`config.mk`:
```
export PLATFORM = sky130hd
export DESIGN_NAME = fifo_rd_stream
export DESIGN_NICKNAME = d
export VERILOG_FILES = /design/src/rtl/fifo_rd_stream.sv
export SDC_FILE = /design/constraint.sdc
export NUM_CORES = 1
export LEC_CHECK = 0
export ABC_CLOCK_PERIOD_IN_PS = 1800
export BUFFER_PORTS_ARGS = -buffer_cell sky130_fd_sc_hd__buf_2
export CAP_MARGIN = 20
export CORE_MARGIN = 2
export CORE_UTILIZATION = 28
export DETAILED_ROUTE_END_ITERATION = 10
export HOLD_SLACK_MARGIN = 0.06
export SETUP_SLACK_MARGIN = 0.15
export SLEW_MARGIN = 30
export SYNTH_ARGS = -nofsm -noshare
export SYNTH_HDL_FRONTEND = slang
export SYNTH_SLANG_ARGS = --single-unit
```
`constraint.sdc`:
```
create_clock -name clk -period 1.8 [get_ports clk]
set_clock_uncertainty 0.05 [all_clocks]
set_input_delay 0.09 -clock clk [delete_from_list [all_inputs] [get_ports clk]]
set_output_delay 0.09 -clock clk [all_outputs]
set_load 0.02 [all_outputs]
```
`src/rtl/fifo_rd_stream.sv`:
```
// fifo_rd_stream: drains a FIFO read port with 1-cycle read latency into a
// valid/ready stream. A 2-entry skid buffer plus one in-flight read keeps
// full throughput while never over-reading the FIFO.
module fifo_rd_stream #(
    parameter int unsigned DW = 16,
    parameter int unsigned CW = 32
) (
    input  logic          clk,
    input  logic          rst,
    input  logic          fifo_empty,
    output logic          fifo_rd,
    input  logic [DW-1:0] fifo_dout,
    output logic          out_valid,
    input  logic          out_ready,
    output logic [DW-1:0] out_data,
    output logic [CW-1:0] xfer_cnt
);

    logic [DW-1:0] mem_q [2];
    logic          head_q;
    logic [1:0]    occ_q;
    logic          pend_q;
    logic [CW-1:0] cnt_q;

    logic          pop;
    logic          push;
    logic [2:0]    credit;
    logic          wr_idx;

    assign out_valid = (occ_q != 2'd0);
    assign out_data  = mem_q[head_q];
    assign xfer_cnt  = cnt_q;

    // Read credit: free slots once this cycle's pop and the in-flight word are
    // accounted for. occ + pend never exceeds 2, so credit never underflows.
    always_comb begin
        pop     = out_valid & out_ready;
        push    = pend_q;
        credit  = 3'd2 - {1'b0, occ_q} - {2'b00, pend_q} + {2'b00, pop};
        fifo_rd = ~rst & ~fifo_empty & (credit != 3'd0);
        // Tail slot: head + occ (mod 2); a push only happens with occ <= 1.
        wr_idx  = head_q ^ occ_q[0];
    end

    // Buffer, pending flag and transfer counter; reset discards everything.
    always_ff @(posedge clk) begin
        if (rst) begin
            mem_q[0] <= '0;
            mem_q[1] <= '0;
            head_q   <= 1'b0;
            occ_q    <= 2'd0;
            pend_q   <= 1'b0;
            cnt_q    <= '0;
        end else begin
            pend_q <= fifo_rd;
            if (push) begin
                mem_q[wr_idx] <= fifo_dout;
            end
            if (pop) begin
                head_q <= ~head_q;
                cnt_q  <= cnt_q + CW'(1);
            end
            occ_q <= occ_q + {1'b0, push} - {1'b0, pop};
        end
    end

endmodule

```
# --- Word level (Yosys, flattened, before mapping) ---
# Memories as Yosys holds them, arrays and structs flattened. A register that Yosys moved wholly into a read port is not among the register bits.
# Cells that the tools add are included.
totals:
  register_bits: 36
  latchBits: 0
  ram_bits: 32
  mem_bits_ro: 0
  inputBits: 20
  output_inout_bits: 50
  wordCells: 31
  n_memories: 1
mem_list:
  columns: ["name", "depth", "width", "rd", "rd_clocked_by_memory_dff", "wr", "line", "rtl"]
  rows:
  - ["mem_q", 2, 16, 1, 1, 2, "19", "logic [DW-1:0] mem_q [2];"]
op_classes:
  add_sub_neg: 6
  multipliers: 0
  n_div: 0
  n_lt_le_gt_ge: 0
  n_eq_ne: 0
  shift: 0
  mux: 10
  n_bitwise: 7
  reduce_logical: 3
op_table:
  columns: ["operator", "count"]
  rows:
  - ["32-bit by 1-bit adder with 32-bit output (second input constant)", 1]
  - ["16-bit 2-to-1 mux", 1]
  - ["16-bit OR reduction", 1]
  - ["1-bit 2-to-1 mux", 9]
  - ["3-bit by 1-bit adder with 3-bit output", 1]
  - ["1-bit bitwise AND", 3]
  - ["1-bit NOT", 3]
  - ["3-bit nonzero test", 1]
  - ["2-bit by 2-bit subtractor with 3-bit output (first input constant)", 1]
  - ["3-bit by 1-bit subtractor with 3-bit output", 1]
  - ["2-bit by 1-bit adder with 2-bit output", 1]
  - ["2-bit nonzero test", 1]
  - ["2-bit by 1-bit subtractor with 2-bit output", 1]
  - ["1-bit XOR", 1]

# --- Longest topological paths before layout ---
# Gate-level depths: netlist of run 1.
depth:
  ltp_word: 5
  ltp_mapped: 8
  ltp_nobuf: 8

# --- Worst setup path before layout of run 1 ---
# Ideal clock, no wire load.
synth_path:
  kind: "reg-to-reg"
  startpoint: "register cnt_q[0] (netlist: xfer_cnt[0])"
  endpoint: "register cnt_q[16] (netlist: xfer_cnt[16])"
  setup_ns: 0.070
  arrival_time_ns: 2.074
  required_ns: 1.680
  slack_ns: -0.395
  stages_incl_launch_ff: 7
  n_path_buf: 1
  cell_sequence: "dfxtp_1 ha_1 o2111a_1 or4b_1 buf_2 or3_1 a21oi_1"
synth_between:
  elab_chain_cells: 1
synth_rtl:
  columns: ["element", "line", "rtl"]
  rows:
  - ["start, declared", "23", "logic [CW-1:0] cnt_q;"]
  - ["start signal, assigned", "61", "cnt_q <= cnt_q + CW'(1);"]
  - ["32-bit by 1-bit adder with 32-bit output", "61", null]
# No other way between the ends.
# A chain may end at the register's enable or synchronous reset.

# --- Worst setup path after layout of run 1 ---
layout_path:
  startpoint: "register occ_q[1]"
  endpoint: "output port fifo_rd"
layout_between:
  elab_chain_cells: 5
  word_cells_on_any_way: 7
  classes_between: "add/sub (3); bitwise (2); reduce/logical (2)"
layout_rtl:
  columns: ["element", "line", "rtl"]
  rows:
  - ["start, declared", "21", "logic [1:0] occ_q;"]
  - ["start signal, assigned", "63", "occ_q <= occ_q + {1'b0, push} - {1'b0, pop};"]
  - ["2-bit nonzero test", "30", "assign out_valid = (occ_q != 2'd0);"]
  - ["1-bit bitwise AND", "37", "pop = out_valid & out_ready;"]
  - ["net pop", "25", "logic pop;"]
  - ["3-bit by 1-bit adder with 3-bit output", "39", "credit = 3'd2 - {1'b0, occ_q} - {2'b00, pend_q} + {2'b00, pop};"]
  - ["3-bit nonzero test", "40", "fifo_rd = ~rst & ~fifo_empty & (credit != 3'd0);"]
  - ["1-bit bitwise AND", "40", null]
  - ["end, declared", "11", "output logic fifo_rd,"]
# The timed path passes the listed nets, and every way through them passes these cells.

==> results.sh, run 1 <==
export IMPL_vias_per_cell=4.711
export IMPL_hold_viol=0
export IMPL_grt_pass1_wl_um=13030
export IMPL_hpwl_um=5172
export IMPL_crit_fanout=2
export IMPL_synth_edf_count=32
export IMPL_rrSetupSlack_ps=-290
export IMPL_routed_wl_um=8364
export IMPL_layout_drive_gt1_share=0.4783
export IMPL_synth_top_area_share=0.3042
export IMPL_drtIter0Drc=96
export IMPL_num_nets_final=457
export IMPL_synth_cell_types=33
export IMPL_register_area_mm2=0.001745
export IMPL_yosys_register_bits=69
export IMPL_hold_start="rst"
export IMPL_clock_root_buffer="clkbuf_16"
export IMPL_fp_coreArea_mm2=0.01094
export IMPL_cts_clk_slew_worst_paths_ps=60
export IMPL_ant_nets=0
export IMPL_cts_buffer_depth=2
export IMPL_fin_crit_ps=2105
export IMPL_crit_path_end_kind="primary output"
export IMPL_grt_usage=0.1410
export IMPL_holdPathEnd="xfer_cnt[2]"
export IMPL_dp_cells=525
export IMPL_htreeDepth=3
export IMPL_diodes=0
export IMPL_power_density_mw_per_mm2=1070
export IMPL_cap_violations=0
export IMPL_tritoncts="done"
export IMPL_ios=70
export IMPL_fin_util=0.4384
export IMPL_firstDrtPassIters=4
export IMPL_core_rowCount=38
export IMPL_overflow=0
export IMPL_synth_top_cell_by_area="edfxtp_1"
export IMPL_die_h_um=110.2
export IMPL_holdPathStages=3
export IMPL_fmax_ghz=0.4750
export IMPL_synth_avg_cell_area_um2=10.71
export IMPL_violations="negative setup slack"
export IMPL_rr_worst_depth=13
export IMPL_layout_worst_path_cycle_share=1.170
export IMPL_slew_viol_final=0
export IMPL_num_fill_cells=1036
export IMPL_netlist_area_mm2=0.003159
export IMPL_fp_dieW_um=110.2
export IMPL_vias=2718
export IMPL_status="finished with violations"
export IMPL_irDropWorstVdd_v=0.0005702
export IMPL_synth_area_leaders="edfxtp_1, dfxtp_1, and2_1"
export IMPL_cts_made_buffers=9
export IMPL_start_util=0.2889
export IMPL_synthArstFlopShare=0
export IMPL_port_buffers=69
export IMPL_drc=0
export IMPL_timing_rr_end="occ_q[1]"
export IMPL_clock_sinks=69
export IMPL_setup_slack_ps=-305.4
export IMPL_power_leakage_uw=0.001912
export IMPL_grt_max_degree=39
export IMPL_yosys_warnings=0
export IMPL_post_place_ws_ps=-131.2
export IMPL_final_cell_mix="buf_2, buf_4, and2_1"
export IMPL_die_area_mm2=0.01215
export IMPL_setup_viol=22
export IMPL_multiInputGateArea_mm2=0.001577
export IMPL_required_ps=1660
export IMPL_grt_pass1_vias=2761
export IMPL_r2r_start="occ_q[1]"
export IMPL_critPathKind="register to primary output"
export IMPL_syn_inst=295
export IMPL_relSlewSlack=0.7050
export IMPL_start_kind="register"
export IMPL_worst_slew_pin_transition_ps=442.5
export IMPL_final_common_cell="buf_2"
export IMPL_synthFlopType="dfxtp_1"
export IMPL_antenna_found_initial=0
export IMPL_synth_net_count=320
export IMPL_insertion_delay_ps=330
export IMPL_critPathArrivalTime_ps=1970
export IMPL_place_congestion=0.7498
export IMPL_rsz0062_at_grt="yes"
export IMPL_worst_hold_path_type="primary input to register"
export IMPL_layoutNonFillerInstCount=577
export IMPL_area_growth_synth_to_final_pct=51.76
export IMPL_wl_per_cell_um=14.50
export IMPL_yosysSeqAreaShare=0.5386
cells by family (layout without fill, tap and decap cells):
kind of cell / Yosys count / in the layout / synth area share
buf+inv: 25 / 166 / 0.03049
xor+xnor: 14 / 14 / 0.03881
compound gates: 48 / 48 / 0.09148
fa+ha+maj: 5 / 5 / 0.02218
mux: 16 / 16 / 0.05703
flops: 69 / 69 / 0.5386
simple gates: 118 / 119 / 0.2214
power by group:
| group | leakage, uW | switching, uW | internal, uW |
|---|---|---|---|
| registers | 0.000642 | 76.7 | 1820 |
| logic | 0.00114 | 804 | 824 |
| clock network | 0.000129 | 680 | 921 |
final cells by class:
| class | count | share of cell area |
|---|---|---|
| Clock inverter | 7 | 0.008873 |
| Inverter | 9 | 0.008090 |
| Timing Repair Buffer | 141 | 0.2067 |
| Multi-Input combinational cell | 202 | 0.3288 |
| Clock buffer | 9 | 0.04697 |
| Sequential cell | 69 | 0.3640 |
| Tap cell | 140 | 0.03653 |
what timing repair did:
item	in CTS	in global routing
hold endpoints to repair	33	0
setup buffers	13	4
cloned	2	0
hold buffers	17	0
gates resized for setup	38	15
pin swaps	29	6
endpoints found under the setup margin	41	58
synthesized netlist by cell type (9+ instances only):
cell      instances
dfxtp_1          37
and2_1           34
edfxtp_1         32
a21oi_1          22
mux2_2           16
or4_1            16
clkbuf_1         14
nor2_1           14
o31ai_1          14
nand2_1          13
nand3_1          10
inv_1             9
how the worst max path moves through the flow:
stage	from	end	slack, ps	cells past startpoint
3_3_place_gp	xfer_cnt[0]	xfer_cnt[20]	-100	5
6_report	occ_q[1]	fifo_rd	-310	7
3_5_place_dp	xfer_cnt[0]	xfer_cnt[28]	-130	5
5_1_grt	occ_q[1]	fifo_rd	-370	7
2_1_floorplan	xfer_cnt[1]	xfer_cnt[16]	-130	6
4_1_cts	occ_q[1]	fifo_rd	-300	7
flip-flops by register name (all words and copies together) (netlist names), named ones only:
| signal | flops |
|---|---|
| xfer_cnt | 32 |
| mem_q | 32 |
| pend_q | 1 |
| head_q | 1 |
| occ_q | 2 |
routing by layer:
metal  track usage  routed length (um)
met1        0.1615                3645
met2        0.2445                4183
met3       0.04468                 424
met4       0.05446                 110
met5             0                   0
per-stage QoR:
stage                     instance area (um2)  total power (uW)  setup TNS (ps)  hold WS [ps]
after detailed placement                 3991              3147           -1414         258.9
after global routing                     4795              5377           -3743         306.2
after CTS                                4690              5037           -1802         283.0
after floorplan                          3276              2763          -820.9         112.8
after global placement                   3991              3134          -759.6         255.7
final                                    4795              5129           -2365         291.0
worst max-delay path, stage by stage, from the launching register on:
cell and delay (ps):
dfxtp_4 350, o21ai_4 170, buf_6 130, inv_4 30, fa_2 530, nor2_2 60, a211oi_4 230, buf_6 140
(Power assumes the default switching activity.)
==> run 2: changes to the inputs <==
--- a/config.mk
+++ b/config.mk
@@ -8,7 +8,7 @@
 export ABC_CLOCK_PERIOD_IN_PS = 1800
 export BUFFER_PORTS_ARGS = -buffer_cell sky130_fd_sc_hd__buf_2
 export CAP_MARGIN = 20
-export CORE_MARGIN = 2
+export CORE_MARGIN = 1
 export CORE_UTILIZATION = 28
 export DETAILED_ROUTE_END_ITERATION = 10
 export HOLD_SLACK_MARGIN = 0.06
==> constraint.sdc (replaced) <==
create_clock -name clk -period 1.8 [get_ports clk]
set_clock_uncertainty 0.05 [all_clocks]
set_input_delay 0.18 -clock clk [delete_from_list [all_inputs] [get_ports clk]]
set_output_delay 0.18 -clock clk [all_outputs]
set_load 0.02 [all_outputs]
==> run 2 against run 1 <==
  * The run still ends with negative setup slack left
  * Sequential share of layout area grew 1.1 points
  * First-iteration DRC count is the same
  * Global-route usage grew 0.34 points
  * Sequential power is essentially flat
  * Register-to-register slack gained 110 ps
  * Design area shrank 3.0%
  * Worst hold slack lost 210 ps
  * Via count shrank 1.2%
  * Fmax shrank 0.54%
  * Non-clock buffer count shrank 18
  * Critical endpoint unchanged
  * Highest routed layer unchanged
==> results.sh, run 2 (same netlist as run 1, synthesis figures left out) <==
export IMPL_firstDrtPassIters=5
export IMPL_cts_made_buffers=9
export IMPL_hpwl_um=5167
export IMPL_hold_viol=0
export IMPL_antenna_found_initial=0
export IMPL_ios=70
export IMPL_cts_clk_slew_worst_paths_ps=60
export IMPL_finalSetupTns_ps=-3056
export IMPL_rr_worst_depth=7
export IMPL_diodes=0
export IMPL_die_area_mm2=0.01171
export IMPL_setup_viol=21
export IMPL_cts_buffer_depth=2
export IMPL_holdPathEnd="mem_q[0][9]"
export IMPL_drc=0
export IMPL_relSlewSlack=0.7029
export IMPL_fp_coreArea_mm2=0.01094
export IMPL_htreeDepth=3
export IMPL_num_nets_final=439
export IMPL_required_ps=1570
export IMPL_slowest_stage="fa_2"
export IMPL_grt_max_degree=35
export IMPL_fin_util=0.4254
export IMPL_slew_viol_final=0
export IMPL_start_util=0.2889
export IMPL_fmax_ghz=0.4724
export IMPL_p_total_uw=5083
export IMPL_timing_rr_end="xfer_cnt[22]"
export IMPL_crit_chain="o21ai_4 -> inv_2 -> fa_2 -> nor2_2 -> a211oi_4 -> buf_6"
export IMPL_overflow=0
export IMPL_rrSetupSlack_ps=-180
export IMPL_worst_slew_pin_transition_ps=445.6
export IMPL_drtIter0Drc=96
export IMPL_crit_path_end_kind="primary output"
export IMPL_vias_per_cell=4.805
export IMPL_irDropWorstVdd_v=0.0004706
export IMPL_routed_wl_um=8216
export IMPL_vias=2686
export IMPL_clock_sinks=69
export IMPL_cpPeakStageDelay_ps=540
export IMPL_layout_worst_path_cycle_share=1.176
export IMPL_fin_crit_ps=2117
export IMPL_die_h_um=108.2
export IMPL_clock_root_buffer="clkbuf_16"
export IMPL_grt_usage=0.1444
export IMPL_port_buffers=69
export IMPL_power_leakage_uw=0.001867
export IMPL_grt_pass1_vias=2628
export IMPL_cap_violations=0
export IMPL_core_rowCount=38
export IMPL_place_congestion=0.7105
export IMPL_hold_start="fifo_dout[9]"
export IMPL_start_kind="register"
export IMPL_area_growth_synth_to_final_pct=47.25
export IMPL_dp_cells=523
export IMPL_setup_slack_ps=-316.9
export IMPL_critPathArrivalTime_ps=1890
export IMPL_layout_drive_gt1_share=0.5227
export IMPL_status="finished with violations"
export IMPL_insertion_delay_ps=330
export IMPL_ant_nets=0
export IMPL_final_cell_mix="buf_2, buf_4, and2_1"
export IMPL_tritoncts="done"
export IMPL_worst_hold_path_type="primary input to register"
export IMPL_rsz0062_at_grt="yes"
export IMPL_power_density_mw_per_mm2=1093
export IMPL_final_common_cell="buf_2"
export IMPL_wl_per_cell_um=14.70
export IMPL_layoutNonFillerInstCount=559
export IMPL_critPathKind="register to primary output"
export IMPL_fp_dieW_um=108.2
export IMPL_crit_fanout=2
export IMPL_violations="negative setup slack"
export IMPL_r2r_start="occ_q[1]"
export IMPL_grt_pass1_wl_um=12850
export IMPL_holdPathStages=2
==> run 2: power by group <==
part	switching, uW	total, uW	internal, uW
Combinational	740	1440	702
Clock	674	1740	1060
Sequential	78.8	1900	1820
Total	1490	5080	3590
==> run 2: final cells by class <==
type	instances	area, um2
clock buffers	9	225.2
clock inverters	7	66.31
fillers	1068	6284
inverters	9	33.78
multi-input cells	202	1578
flip-flops and latches	69	1745
well taps	140	175.2
repair buffers	123	828.3
==> run 2: stage by stage <==
step | hold slack [ps] | setup slack [ps] | area [um2]
final | 84.94 | -316.9 | 4652
after global routing | 80.72 | -377.5 | 4652
after CTS | 76.05 | -320.8 | 4482
after detailed placement | 349.3 | -127.0 | 3976
after global placement | 345.2 | -97.07 | 3976
after floorplan | 202.8 | -126.6 | 3276
==> run 2: worst max-delay path by stage <==
stage	from	to	cells after the start
finish	occ_q[1]	fifo_rd	6
global placement	xfer_cnt[0]	xfer_cnt[20]	5
global route	occ_q[0]	fifo_rd	6
CTS	occ_q[1]	fifo_rd	6
detailed placement	xfer_cnt[0]	xfer_cnt[20]	5
floorplan	xfer_cnt[1]	xfer_cnt[16]	6
==> run 2: repair_timing <==
action	in CTS	in global routing
hold endpoints to repair	1	0
hold buffers	1	0
buffers inserted	13	4
pin swaps	20	19
gates resized for setup	25	36
setup endpoints to repair	53	60
cloned	2	0
==> run 2: worst max-delay path: cells and delay by family (launching register included) <==
family / cells / cell delay, ps
fa+ha+maj: 1 / 540
compound gates: 2 / 390
flops: 1 / 360
simple gates: 1 / 60
buf+inv: 2 / 210
==> run 2: per-layer routing <==
layer / part of all wire / vias to the layer above / global-route usage / wire, um
li1: - / 1320 / - / -
met1: 0.45 / 1275 / 0.1796 / 3708
met2: 0.47 / 79 / 0.2384 / 3897
met3: 0.058 / 12 / 0.03195 / 476
met4: 0.016 / 0 / 0.06458 / 134
met5: 0 / - / 0 / 0
